<file path="src/rtl/if_fetch_unit.sv">
// if_fetch_unit: instruction fetch stage with stall buffering and branch/exception redirect
// Ports:
//   clk, reset            clock; synchronous active-high reset
//   stall[5:0]            stall vector, bit 0 holds the PC/fetch
//   branch_flag/_target   taken branch/jump from ID and its target
//   exc_flag/_target      exception/flush redirect and handler address
//   imem_req/_addr        fetch request and address to instruction memory
//   imem_rdata/_ready     instruction word and its valid/accept strobe
//   IF_PC/IF_instruction  delivered instruction and its address (0 = bubble)
//   fetch_stall_req       asks the stall controller to freeze the front end
// Build option: IF_DELAY_SLOT_EN delivers the word fetched alongside a taken branch.
module if_fetch_unit #(
    parameter logic [31:0] RESET_PC = 32'h0000_0000
) (
    input  logic        clk,
    input  logic        reset,
    input  logic [5:0]  stall,
    input  logic        branch_flag,
    input  logic [31:0] branch_target,
    input  logic        exc_flag,
    input  logic [31:0] exc_target,
    output logic        imem_req,
    output logic [31:0] imem_addr,
    input  logic [31:0] imem_rdata,
    input  logic        imem_ready,
    output logic [31:0] IF_PC,
    output logic [31:0] IF_instruction,
    output logic        fetch_stall_req
);
    typedef enum logic [1:0] {FETCH, HOLD, DISCARD} state_t;
    state_t      state;
    logic [31:0] pc, ibuf, tgt, raddr;
    logic        pend, redirect, squash, ds, unused_stall;
    assign redirect = exc_flag | branch_flag;
    assign raddr = exc_flag ? exc_target : branch_target;
    assign unused_stall = ^stall[5:1];
`ifdef IF_DELAY_SLOT_EN
    // a taken branch keeps its companion word; only exceptions squash it
    assign ds = branch_flag & ~exc_flag;
    assign squash = exc_flag;
`else
    assign ds = 1'b0;
    assign squash = redirect;
`endif
    // pend/tgt remember a delay-slot branch target while its word sits in HOLD;
    // tgt also keeps the redirect address while an abandoned fetch drains
    always_ff @(posedge clk) begin
        if (reset) begin
            pc    <= RESET_PC;
            ibuf  <= '0;
            tgt   <= '0;
            pend  <= 1'b0;
            state <= FETCH;
        end else begin
            case (state)
                FETCH: begin
                    if (imem_ready) begin
                        if (squash) pc <= raddr;
                        else if (stall[0]) begin
                            ibuf  <= imem_rdata;
                            pend  <= ds;
                            tgt   <= ds ? branch_target : tgt;
                            state <= HOLD;
                        end else pc <= ds ? branch_target : pc + 32'd4;
                    end else if (redirect) begin
                        tgt   <= raddr;
                        state <= DISCARD;
                    end
                end
                HOLD: begin
                    if (redirect) begin
                        pc    <= raddr;
                        state <= FETCH;
                    end else if (!stall[0]) begin
                        pc    <= pend ? tgt : pc + 32'd4;
                        state <= FETCH;
                    end
                end
                DISCARD: begin
                    if (redirect) tgt <= raddr;
                    if (imem_ready) begin
                        pc    <= redirect ? raddr : tgt;
                        state <= FETCH;
                    end
                end
                default: state <= FETCH;
            endcase
        end
    end
    always_comb begin
        imem_req        = ~reset & (state != HOLD);
        imem_addr       = pc;
        IF_PC           = pc;
        IF_instruction  = reset ? 32'h0 :
                          (state == FETCH) ? ((imem_ready & ~stall[0] & ~squash) ? imem_rdata : 32'h0) :
                          (state == HOLD && !redirect) ? ibuf : 32'h0;
        fetch_stall_req = ~reset & ((state == DISCARD) | ((state == FETCH) & ~imem_ready));
    end
endmodule

</file>
<file path="config.mk">
export PLATFORM = sky130hd
export DESIGN_NAME = if_fetch_unit
export DESIGN_NICKNAME = d
export VERILOG_FILES = /design/src/rtl/if_fetch_unit.sv
export SDC_FILE = /design/constraint.sdc
export NUM_CORES = 1
export LEC_CHECK = 0
export ABC_AREA = 1
export BUFFER_PORTS_ARGS = -buffer_cell sky130_fd_sc_hd__buf_2
export CAP_MARGIN = 30
export CORE_MARGIN = 2
export CORE_UTILIZATION = 51
export DETAILED_ROUTE_END_ITERATION = 12
export PLACE_DENSITY = 0.79
export SLEW_MARGIN = 10
export SYNTH_ARGS = -nofsm -noshare
export SYNTH_HDL_FRONTEND = slang
export SYNTH_SLANG_ARGS = --single-unit
</file>
<file path="constraint.sdc">
create_clock -name clk -period 1.8 [get_ports clk]
set_input_delay 0.36 -clock clk [delete_from_list [all_inputs] [get_ports clk]]
set_output_delay 0.36 -clock clk [all_outputs]
set_load 0.005 [all_outputs]
</file>
# == Yosys cells after proc, flatten, opt, wreduce, memory -nomap -nowiden ==
# Cells that the tools add are included.
# word_totals
reg_bits,98
in_bits,107
# classes
bitwise,11
reduce_logical,9
add_sub_neg,1
n_eq_ne,11
n_mux,21
# ops
op,count
$mux 32,11
$pmux 32 s3,1
$pmux 32 s2,1
$add 32x3->32 const B,1
$ne 3x3->1 const B,5
$mux 2,7
$reduce_and 5->1,2
$ne 2x2->1 const B,3
$pmux 2 s3,1
$and 1x1->1,5
$not 1->1,4
$reduce_and 4->1,1
$reduce_bool 3->1,1
$eq 2x1->1 const B,1
$eq 2x2->1 const B,1
$logic_not 2->1,1
$ne 2x1->1 const B,1
$or 1x1->1,2
$reduce_and 2->1,1
$reduce_bool 2->1,1
$logic_and 1x1->1,1
$logic_not 1->1,1

# == Depth between registers and ports, before layout ==
# Gate-level depths: netlist of the first run.
# logic_depth
depth_word,6
mapped_depth,11
depth_no_buf,9

# == Least setup slack after synthesis of the first run ==
# OpenSTA, ideal clock, no wires.
# synth_path
path_kind,input-to-output
startpoint,input exc_flag
endpoint,output IF_instruction[10]
n_path_buf,3
arrival_ns,1.352
cell_stages,8
setup_slack_ns,0.088
cell_sequence,buf_2 > inv_2 > nand2_1 > buf_2 > nor2_4 > buf_2 > nand4_1 > a21oi_1
# synth_via
elab_chain_len,6
word_cells_on_any_way,9
# synth_lines
item,line,text
"start, declared",20,"input logic exc_flag,"
$or 1x1->1 *,34,assign redirect = exc_flag | branch_flag;
$not 1->1 (no line) or $logic_not 1->1 (tied branches),-,
$and 1x1->1 or $logic_and 1x1->1 (tied branches),"95, 96",
"$mux 32, on equally long branches","95, 96",
$mux 32 *,95,(state == FETCH) ? ((imem_ready & ~stall[0] & ~squash) ? imem_rdata : 32'h0) :
$mux 32 *,94,IF_instruction = reset ? 32'h0 :
"end, declared",27,"output logic [31:0] IF_instruction,"
# Every way passes the cells marked *; elsewhere a longest branch is shown, timed or not.

# == Worst setup path after layout of the first run ==
# layout_path
startpoint,register state[1]
endpoint,output IF_instruction[19]
# layout_via
elab_chain_len,5
word_cells_on_any_way,6
# layout_lines
item,line,text
"start, declared",31,state_t state;
"start signal, assigned",53,state <= FETCH;
"start signal, assigned",63,state <= HOLD;
"start signal, assigned",67,state <= DISCARD;
$eq 2x1->1,96,(state == HOLD && !redirect) ? ibuf : 32'h0;
$logic_and 1x1->1,96,
$mux 32,96,
$mux 32 *,95,
$mux 32 *,94,
# Marked as above.

==> flow_summary.ini, run 1 <==
[route]
vias_per_cell = 5.45
postRouteAntennaNets = 0
drtPass1Iterations = 5
drc = 0
initialDrtViolationCount = 564
vias = 6919
wire_per_inst_um = 14.4
wirelength_um = 18200

[synth]
synth_flop_cell = dfxtp_1
synth.top_cells.by_count = nand2_1, a21oi_1, o21ai_0
avgSynthCellArea_sq_um = 6.27
synth_edf_count = 0
synth-xor-area-share_pct = 0
yosysTopAreaCell = dfxtp_1
synth-simple-area-share_pct = 30.6
synth_compound_area_share_pct = 22.2
synth_area_leaders = dfxtp_1, nand2_1, a21oi_1
synth.top_cell.area_share_pct = 32.6
async_reset_ff_share_pct = 0
syn-instance-count = 961
yosys_warnings = 0
ys_seq_area_share_pct = 32.6
synth_fp_nets = 1069
netlist_area_sq_um = 6020
synth_seq_cells = 98
synth_cell_type_count = 34
synth_fa_ha_area_share_pct = 0.208
synth_mux_area_share_pct = 0
yosysMostFrequentCell = nand2_1
synth_top_family_by_area = simple AND/OR/NAND/NOR gates

[sta]
finalCritPeriodShare_pct = 111
final.setup.worst_slack_ns = -0.200
hold_violations = 0
period_minus_slack_ns = 2.00
timing.fmax_ghz = 0.500
setup_tns_ns = -4.77
setup_viol_count_final = 32
rsz0062_at_grt = yes
tightest_slew_ns = 0.530
finClkSkew_ns = 0.00740
hold_ws_ns = 0.294
relSlewSlack_pct = 64.6
drv_slew = 0

[placement]
numPortBuffers = 199
post_dp_cell_area_sq_um = 7030
placedCellCount = 1246
post-place-ws_ns = -0.00648
dp_hpwl_um = 12500
place.gp.congestion = 0.903

[grt]
grt_max_degree = 54
grt_pass1_wl_um = 28100
grt_use_total_pct = 26.9
grt_pass1_vias = 5906
gr-total-overflow = 0
antenna_found_initial = 0

[worst_setup_path]
r2r_start = state[1]
arrival_ns = 1.64
end_kind = primary output
critPathKind = reg -> out
crit_fanout = 9
crit_required_ns = 1.44
r2r-end = ibuf[20]
worstRegToRegCells = 8
critPathLaunchType = flop
rrSetupSlack_ns = 0.04

[layout]
fill_cells = 1052
finish.utilization_pct = 65.6
num_antenna_cells = 0
final_cell_area_sq_um = 7520
final_nets = 1230
post_route_cells_drive_above_1_share_pct = 26.8
area_growth_pct = 24.9
instances_no_fill = 1269

[outcome]
status = complete, but fails checks
violations = negative setup slack

[floorplanning]
boundaryPins = 205
rows = 39
core_sq_um = 11500
start_util_pct = 52.5
fp.dieH_um = 113
dieArea_sq_um = 12700
dieWidth_um = 113

[clocking]
cts_buffers = 9
clk_latency_ns = 0.35
path_clk_slew_ns = 0.07
cts.sinks = 98
cts_root_buf = clkbuf_16
htreeDepth = 3
clock_path_buffers = 2
tritoncts = yes

[hold_path]
worstHoldPathCells = 3
hold_end = ibuf[0]
hold_class = in -> reg
hp-start = imem_rdata[0]

[pwr]
power_density_nw_per_um2 = 763
p_leak_nw = 3.35
peakVddDrop_mv = 0.518
finalPower_mw = 5.74

[flow_run]
cap_violations = 0
==> layer usage <==
layer	vias to the layer above	GRT usage [%]	part of all wire (%)
met5	-	0	0
met4	0	9.51	1.7
met3	30	5.89	8.5
met2	285	44.4	47
met1	3129	34.9	43
li1	3475	-	-
==> cell usage in the layout, fill, tap and decap left out, types with 12 or more instances in the layout <==
master,netlist,layout
nand2_1,245,242
buf_2,27,199
a21oi_1,120,111
o21ai_0,111,111
dfxtp_1,98,96
inv_1,76,74
nor2_1,79,74
nand3_1,52,52
nand4_1,36,36
buf_4,34,25
clkbuf_16,0,12
==> how the worst max path moves through the flow <==
stage	startpoint	to	slack [ns]	cells past startpoint
final	state[1]	IF_instruction[19]	-0.20	7
after global routing	state[1]	IF_instruction[5]	-0.25	7
after CTS	state[0]	IF_instruction[19]	-0.14	6
after detailed placement	exc_flag	IF_instruction[13]	-0.006	8
after global placement	exc_flag	IF_instruction[13]	-0.007	8
after floorplan	exc_flag	IF_instruction[10]	0.09	8
==> final cells by class <==
class / instances / area (sq um) / share of cell area [%]
Multi-Input combinational cell: 688 / 3250 / 43.3
Sequential cell: 98 / 1960 / 26.1
Timing Repair Buffer: 243 / 1530 / 20.3
Inverter: 82 / 308 / 4.09
Clock buffer: 13 / 280 / 3.73
Tap cell: 143 / 179 / 2.38
Clock inverter: 2 / 10.0 / 0.133
==> power by group <==
| group | total [mW] | switching (mW) | internal (mW) |
|---|---|---|---|
| Combinational | 1.31 | 0.738 | 0.567 |
| Clock | 1.92 | 0.844 | 1.08 |
| Sequential | 2.51 | 0.157 | 2.36 |
==> timing repair <==
item                                   in CTS  in global routing
pin swaps                                   1                 11
hold buffers                                0                  0
resized for setup                           8                 16
buffers inserted                            1                  2
gates cloned                                0                  5
endpoints found under the hold margin       0                  0
setup endpoints to repair                  33                 42
==> critical path, cell delays in order, from the launching register on <==
cell,delay (ns)
dfxtp_2,0.33
buf_6,0.12
nor2_4,0.13
buf_12,0.15
clkbuf_16,0.16
nand4_1,0.10
a21oi_1,0.17
buf_2,0.13
==> state kept, by name, summed over array words and instances (netlist names) <==
register and cells:
tgt 32, state 2, IF_PC 32, ibuf 32
==> logic make-up after synthesis <==
group / count (synthesis)
compound gates: 255
fa+ha+maj: 1
buf+inv: 175
flops: 98
simple gates: 432
(Power assumes the default switching activity.)
==> inputs of run 2 (changes only) <==
Settings changed: CORE_UTILIZATION 51 to 53, CTS_BUF_LIST set to sky130_fd_sc_hd__clkbuf_2, PLACE_DENSITY 0.79 to 0.82.
==> run 2 against run 1 <==
Net effect:
- the run still ends with negative setup slack left
- setup slack got worse by 0.39 ns
- register-to-register slack worse by 0.16 ns
- highest routed layer is now met5
- core utilization up 7.0 points
- cell count rose by 3.2%
- maximum frequency fell by 16%
- sequential share of layout area fell by 1.4 points
- via count grew 7.2%
- power decreased by 9.2%
- non-clock buffer count is 43 higher
- routed wire length rose by 14%
==> flow_summary.ini, run 2 (synthesized netlist as in run 1, its figures left out) <==
[outcome]
status = complete, but fails checks
violations = negative setup slack

[route]
vias_per_cell = 5.66
initialDrtViolationCount = 741
drc = 0
wirelength_um = 20700
vias = 7415
wire_per_inst_um = 15.8
postRouteAntennaNets = 0
drtPass1Iterations = 8

[pwr]
peakVddDrop_mv = 0.546
p_leak_nw = 3.52
power_density_nw_per_um2 = 654
finalPower_mw = 5.21

[grt]
antenna_found_initial = 1
grt_pass1_wl_um = 30400
gr-total-overflow = 0
grt_max_degree = 56
grt_use_total_pct = 29.8
grt_pass1_vias = 6397

[worst_setup_path]
r2r-end = ibuf[20]
crit_required_ns = 1.44
crit_fanout = 29
critPathLaunchType = flop
rrSetupSlack_ns = -0.12
critPathKind = reg -> out
arrival_ns = 2.03
worstRegToRegCells = 10
r2r_start = state[0]
crit_start = state[0]
end_kind = primary output

[layout]
num_antenna_cells = 0
finish.utilization_pct = 72.6
area_growth_pct = 32.3
final_common_cell = nand2_1
final_cell_area_sq_um = 7970
post_route_cells_drive_above_1_share_pct = 29.0
final_nets = 1273
final_cell_mix = nand2_1, buf_2, a21oi_1, dfxtp_1, o21ai_0

[sta]
rsz0062_at_grt = yes
final.setup.worst_slack_ns = -0.590
finClkSkew_ns = 0.0346
hold_violations = 0
drv_slew = 0
relSlewSlack_pct = 63.0
timing.fmax_ghz = 0.418
finalCritPeriodShare_pct = 133
period_minus_slack_ns = 2.39
setup_tns_ns = -19.33
tightest_slew_ns = 0.556
hold_ws_ns = 0.0120
setup_viol_count_final = 66

[clocking]
clock_path_buffers = 2
path_clk_slew_ns = 0.31
cts_root_buf = clkbuf_2
htreeDepth = 3
clk_latency_ns = 0.64
cts.sinks = 98
tritoncts = yes
cts_buffers = 9

[floorplanning]
start_util_pct = 54.9
fp.dieH_um = 111
dieWidth_um = 111
boundaryPins = 205
core_sq_um = 11000
rows = 38
dieArea_sq_um = 12200

[hold_path]
hp-start = imem_rdata[12]
hold_class = in -> reg
hold_end = ibuf[12]
worstHoldPathCells = 3

[placement]
post_dp_cell_area_sq_um = 6990
place.gp.congestion = 0.900
numPortBuffers = 199
dp_hpwl_um = 12600

[flow_run]
cap_violations = 0
==> run 2: worst max-delay path by stage <==
stage	to	slack, ns	depth (start not counted)
after floorplan	IF_instruction[10]	0.09	8
after global placement	IF_instruction[12]	0.04	8
after detailed placement	IF_instruction[11]	-0.007	8
after CTS	IF_instruction[11]	-0.50	6
after global routing	IF_instruction[10]	-0.72	6
final	IF_instruction[11]	-0.59	6
==> run 2: repair_timing <==
action,CTS,global route
setup endpoints to repair,37,96
setup buffers,10,7
gates resized for setup,27,86
hold endpoints to repair,23,9
gates cloned,3,2
pin swaps,4,5
hold buffers,23,9
==> run 2: critical path, cell delays in order (launching register included) <==
cell     delay [ns]
dfxtp_4        0.44
buf_6          0.12
nor2_4         0.17
buf_12         0.20
nand4_1        0.14
a21oi_2        0.17
buf_2          0.15
==> run 2: power by group <==
group / switching, mW / internal (mW)
sequential: 0.163 / 2.36
combinational: 0.795 / 0.610
clock: 0.826 / 0.455
==> run 2: metal layers <==
layer	up-vias	part of all wire (%)	GRT usage [%]
li1	3558	-	-
met1	3356	40	37.4
met2	424	49	49.6
met3	75	8.4	7.79
met4	2	2.8	10.3
met5	-	0.053	0
==> run 2: area by class of cell <==
type	instances	area, sq um
tap	140	175
sequential	98	1970
fill	821	3010
multi-input combinational	688	3390
inverter	82	313
clock inverter	7	93.8
timing repair buffer	286	1980
clock buffer	9	45.0
==> run 2: stage by stage <==
step / cells / setup slack, ns
2_1_floorplan: 961 / 0.0882
3_3_place_gp: 1242 / 0.0385
3_5_place_dp: 1242 / -0.00664
4_1_cts: 1294 / -0.497
5_1_grt: 1310 / -0.719
6_report: 1310 / -0.590
==> inputs of run 3 (changes only) <==
==> constraint.sdc (replaced) <==
create_clock -name clk -period 1.8 [get_ports clk]
set_input_delay 0.36 -clock clk [delete_from_list [all_inputs] [get_ports clk]]
set_output_delay 0.36 -clock clk [all_outputs]
set_load 0.1 [all_outputs]
==> run 3 against run 2 <==
Net effect:
- the flow still finishes with violations (negative setup slack)
- count of clock-buffer cells in the layout stayed put
- power is 19% higher
- sequential cell count stayed put
- clock skew is 0.0094 ns lower
- first-iteration DRC count is 2.7% lower
- cell count is 2.2% lower
- cell area is 8.8% higher
- sequential power is 2% higher
- critical path depth stayed put
- global-route usage is 0.91 points higher
- largest cell class unchanged
- highest routed layer is now met4
==> flow_summary.ini, run 3 (synthesized netlist as in run 1, its figures left out) <==
[sta]
hold_ws_ns = 0.0437
rsz0062_at_grt = yes
period_minus_slack_ns = 2.33
finClkSkew_ns = 0.0252
setup_viol_count_final = 36
final.setup.worst_slack_ns = -0.528
tightest_slew_ns = 0.426
setup_tns_ns = -16.60
drv_slew = 0
hold_violations = 0
finalCritPeriodShare_pct = 129
relSlewSlack_pct = 71.3
timing.fmax_ghz = 0.430

[clocking]
cts.sinks = 98
tritoncts = yes
cts_hold_buf = 0
cts_buffers = 9
cts_root_buf = clkbuf_2
clock_path_buffers = 2
path_clk_slew_ns = 0.27
htreeDepth = 3
clk_latency_ns = 0.58

[floorplanning]
core_sq_um = 11000
dieWidth_um = 111
boundaryPins = 205
dieArea_sq_um = 12200
rows = 38
start_util_pct = 54.9
fp.dieH_um = 111

[grt]
grt_max_degree = 51
gr-total-overflow = 0
grt_use_total_pct = 30.7
antenna_found_initial = 0
grt_pass1_wl_um = 31700
grt_pass1_vias = 6642

[worst_setup_path]
worstRegToRegCells = 8
critPathKind = reg -> out
r2r_start = state[1]
end_kind = primary output
crit_required_ns = 1.44
critPathLaunchType = flop
cp_slowest_cell = dfxtp_4
rrSetupSlack_ns = -0.03
crit_fanout = 14
path_common_cell = buf_12
max_stage_delay_ns = 0.42
r2r-end = ibuf[11]
crit_chain = nor2_4 > buf_12 > buf_12 > nand4_1 > a21oi_4 > buf_12
arrival_ns = 1.97

[flow_run]
cap_violations = 0

[route]
vias_per_cell = 5.66
initialDrtViolationCount = 721
drtPass1Iterations = 6
postRouteAntennaNets = 0
vias = 7246
wire_per_inst_um = 16.1
wirelength_um = 20700
drc = 0

[layout]
post_route_cells_drive_above_1_share_pct = 34.3
area_growth_pct = 43.9
num_antenna_cells = 0
final_common_cell = nand2_1
final_cell_mix = nand2_1, o21ai_0, buf_2, buf_4, a21oi_1
final_nets = 1244

[pwr]
peakVddDrop_mv = 0.729
finalPower_mw = 6.18
swShare_pct = 45.0
pwr-share-seq_pct = 41.5
clkPwrFrac_pct = 17.4
p_leak_nw = 3.52
pwr-share-comb_pct = 41.2
p_switching_mw = 2.78
p_int_mw = 3.40
power_density_nw_per_um2 = 712

[placement]
dp_hpwl_um = 14000
place.gp.congestion = 0.917
numPortBuffers = 199

[hold_path]
hold_class = in -> reg
worstHoldPathCells = 3
hold_end = ibuf[14]
hp-start = imem_rdata[14]

[outcome]
violations = negative setup slack
status = complete, but fails checks
==> run 3: cell count changes in the layout (fill, tap and decap cells not counted), moves of 21 or more <==
cell / delta
a21oi_1: -21
a21oi_4: +32
buf_12: +38
buf_2: -98
buf_4: +67
dfxtp_1: -28
dfxtp_2: +25
dlygate4sd3_1: -32
nand2_1: -24
nand2_2: +25
o21ai_0: +32
==> run 3: timing repair <==
action                                  in CTS  in global routing
endpoints found under the setup margin     102                 43
setup buffers                                3                  8
pin swaps                                    2                 48
cloned                                       0                  6
gates resized for setup                     82                 38
==> run 3: metrics by stage <==
step / setup slack (ns) / area, sq um / util, % / std cells
3_5_place_dp: -0.0564 / 8030 / 73.1 / 1248
2_1_floorplan: -0.318 / 6480 / - / 961
3_3_place_gp: -0.0348 / 8030 / 73.1 / 1248
4_1_cts: -0.505 / 8360 / 76.1 / 1267
6_report: -0.528 / 8670 / 79.0 / 1281
5_1_grt: -0.605 / 8670 / 79.0 / 1281
==> run 3: area by class of cell <==
class / instances / area (sq um)
clock inverter: 7 / 58.8
inverter: 82 / 314
multi-input combinational: 688 / 3690
timing repair buffer: 257 / 2380
tap: 140 / 175
fill: 773 / 2310
clock buffer: 9 / 45.0
sequential: 98 / 2010
==> run 3: power by group through the flow <==
stage / registers, mW / clock network, mW / logic, mW
5_1_grt: 2.59 / 1.17 / 2.68
3_3_place_gp: 2.57 / 0 / 2.27
3_5_place_dp: 2.58 / 0 / 2.30
2_1_floorplan: 3.02 / 0 / 1.37
6_report: 2.56 / 1.07 / 2.54
4_1_cts: 2.55 / 1.08 / 2.41
==> run 3: worst max-delay path by stage <==
stage,startpoint,endpoint,slack [ns],cells past startpoint
floorplan,exc_flag,IF_instruction[10],-0.32,8
global placement,branch_flag,IF_instruction[10],-0.03,8
detailed placement,branch_flag,IF_instruction[21],-0.06,8
CTS,state[1],IF_instruction[3],-0.51,7
global route,state[1],IF_instruction[16],-0.61,8
finish,state[1],IF_instruction[7],-0.53,6
==> run 3: worst max-delay path, delay by kind of cell, from the launching register on <==
| family | cells | cell delay, ns |
|---|---|---|
| flops | 1 | 0.42 |
| compound gates | 1 | 0.22 |
| buf+inv | 3 | 0.47 |
| simple gates | 2 | 0.29 |
==> run 3: layer usage <==
layer  vias to the layer above  wire length [um]  part of all wire [%]  track usage [%]
met5                         -                 0                     0                0
met4                         0               688                   3.3             10.7
met3                        58              1780                   8.6             7.74
met2                       353             10100                    49             51.7
met1                      3339              8120                    39             38.2
li1                       3496                 -                     -                -
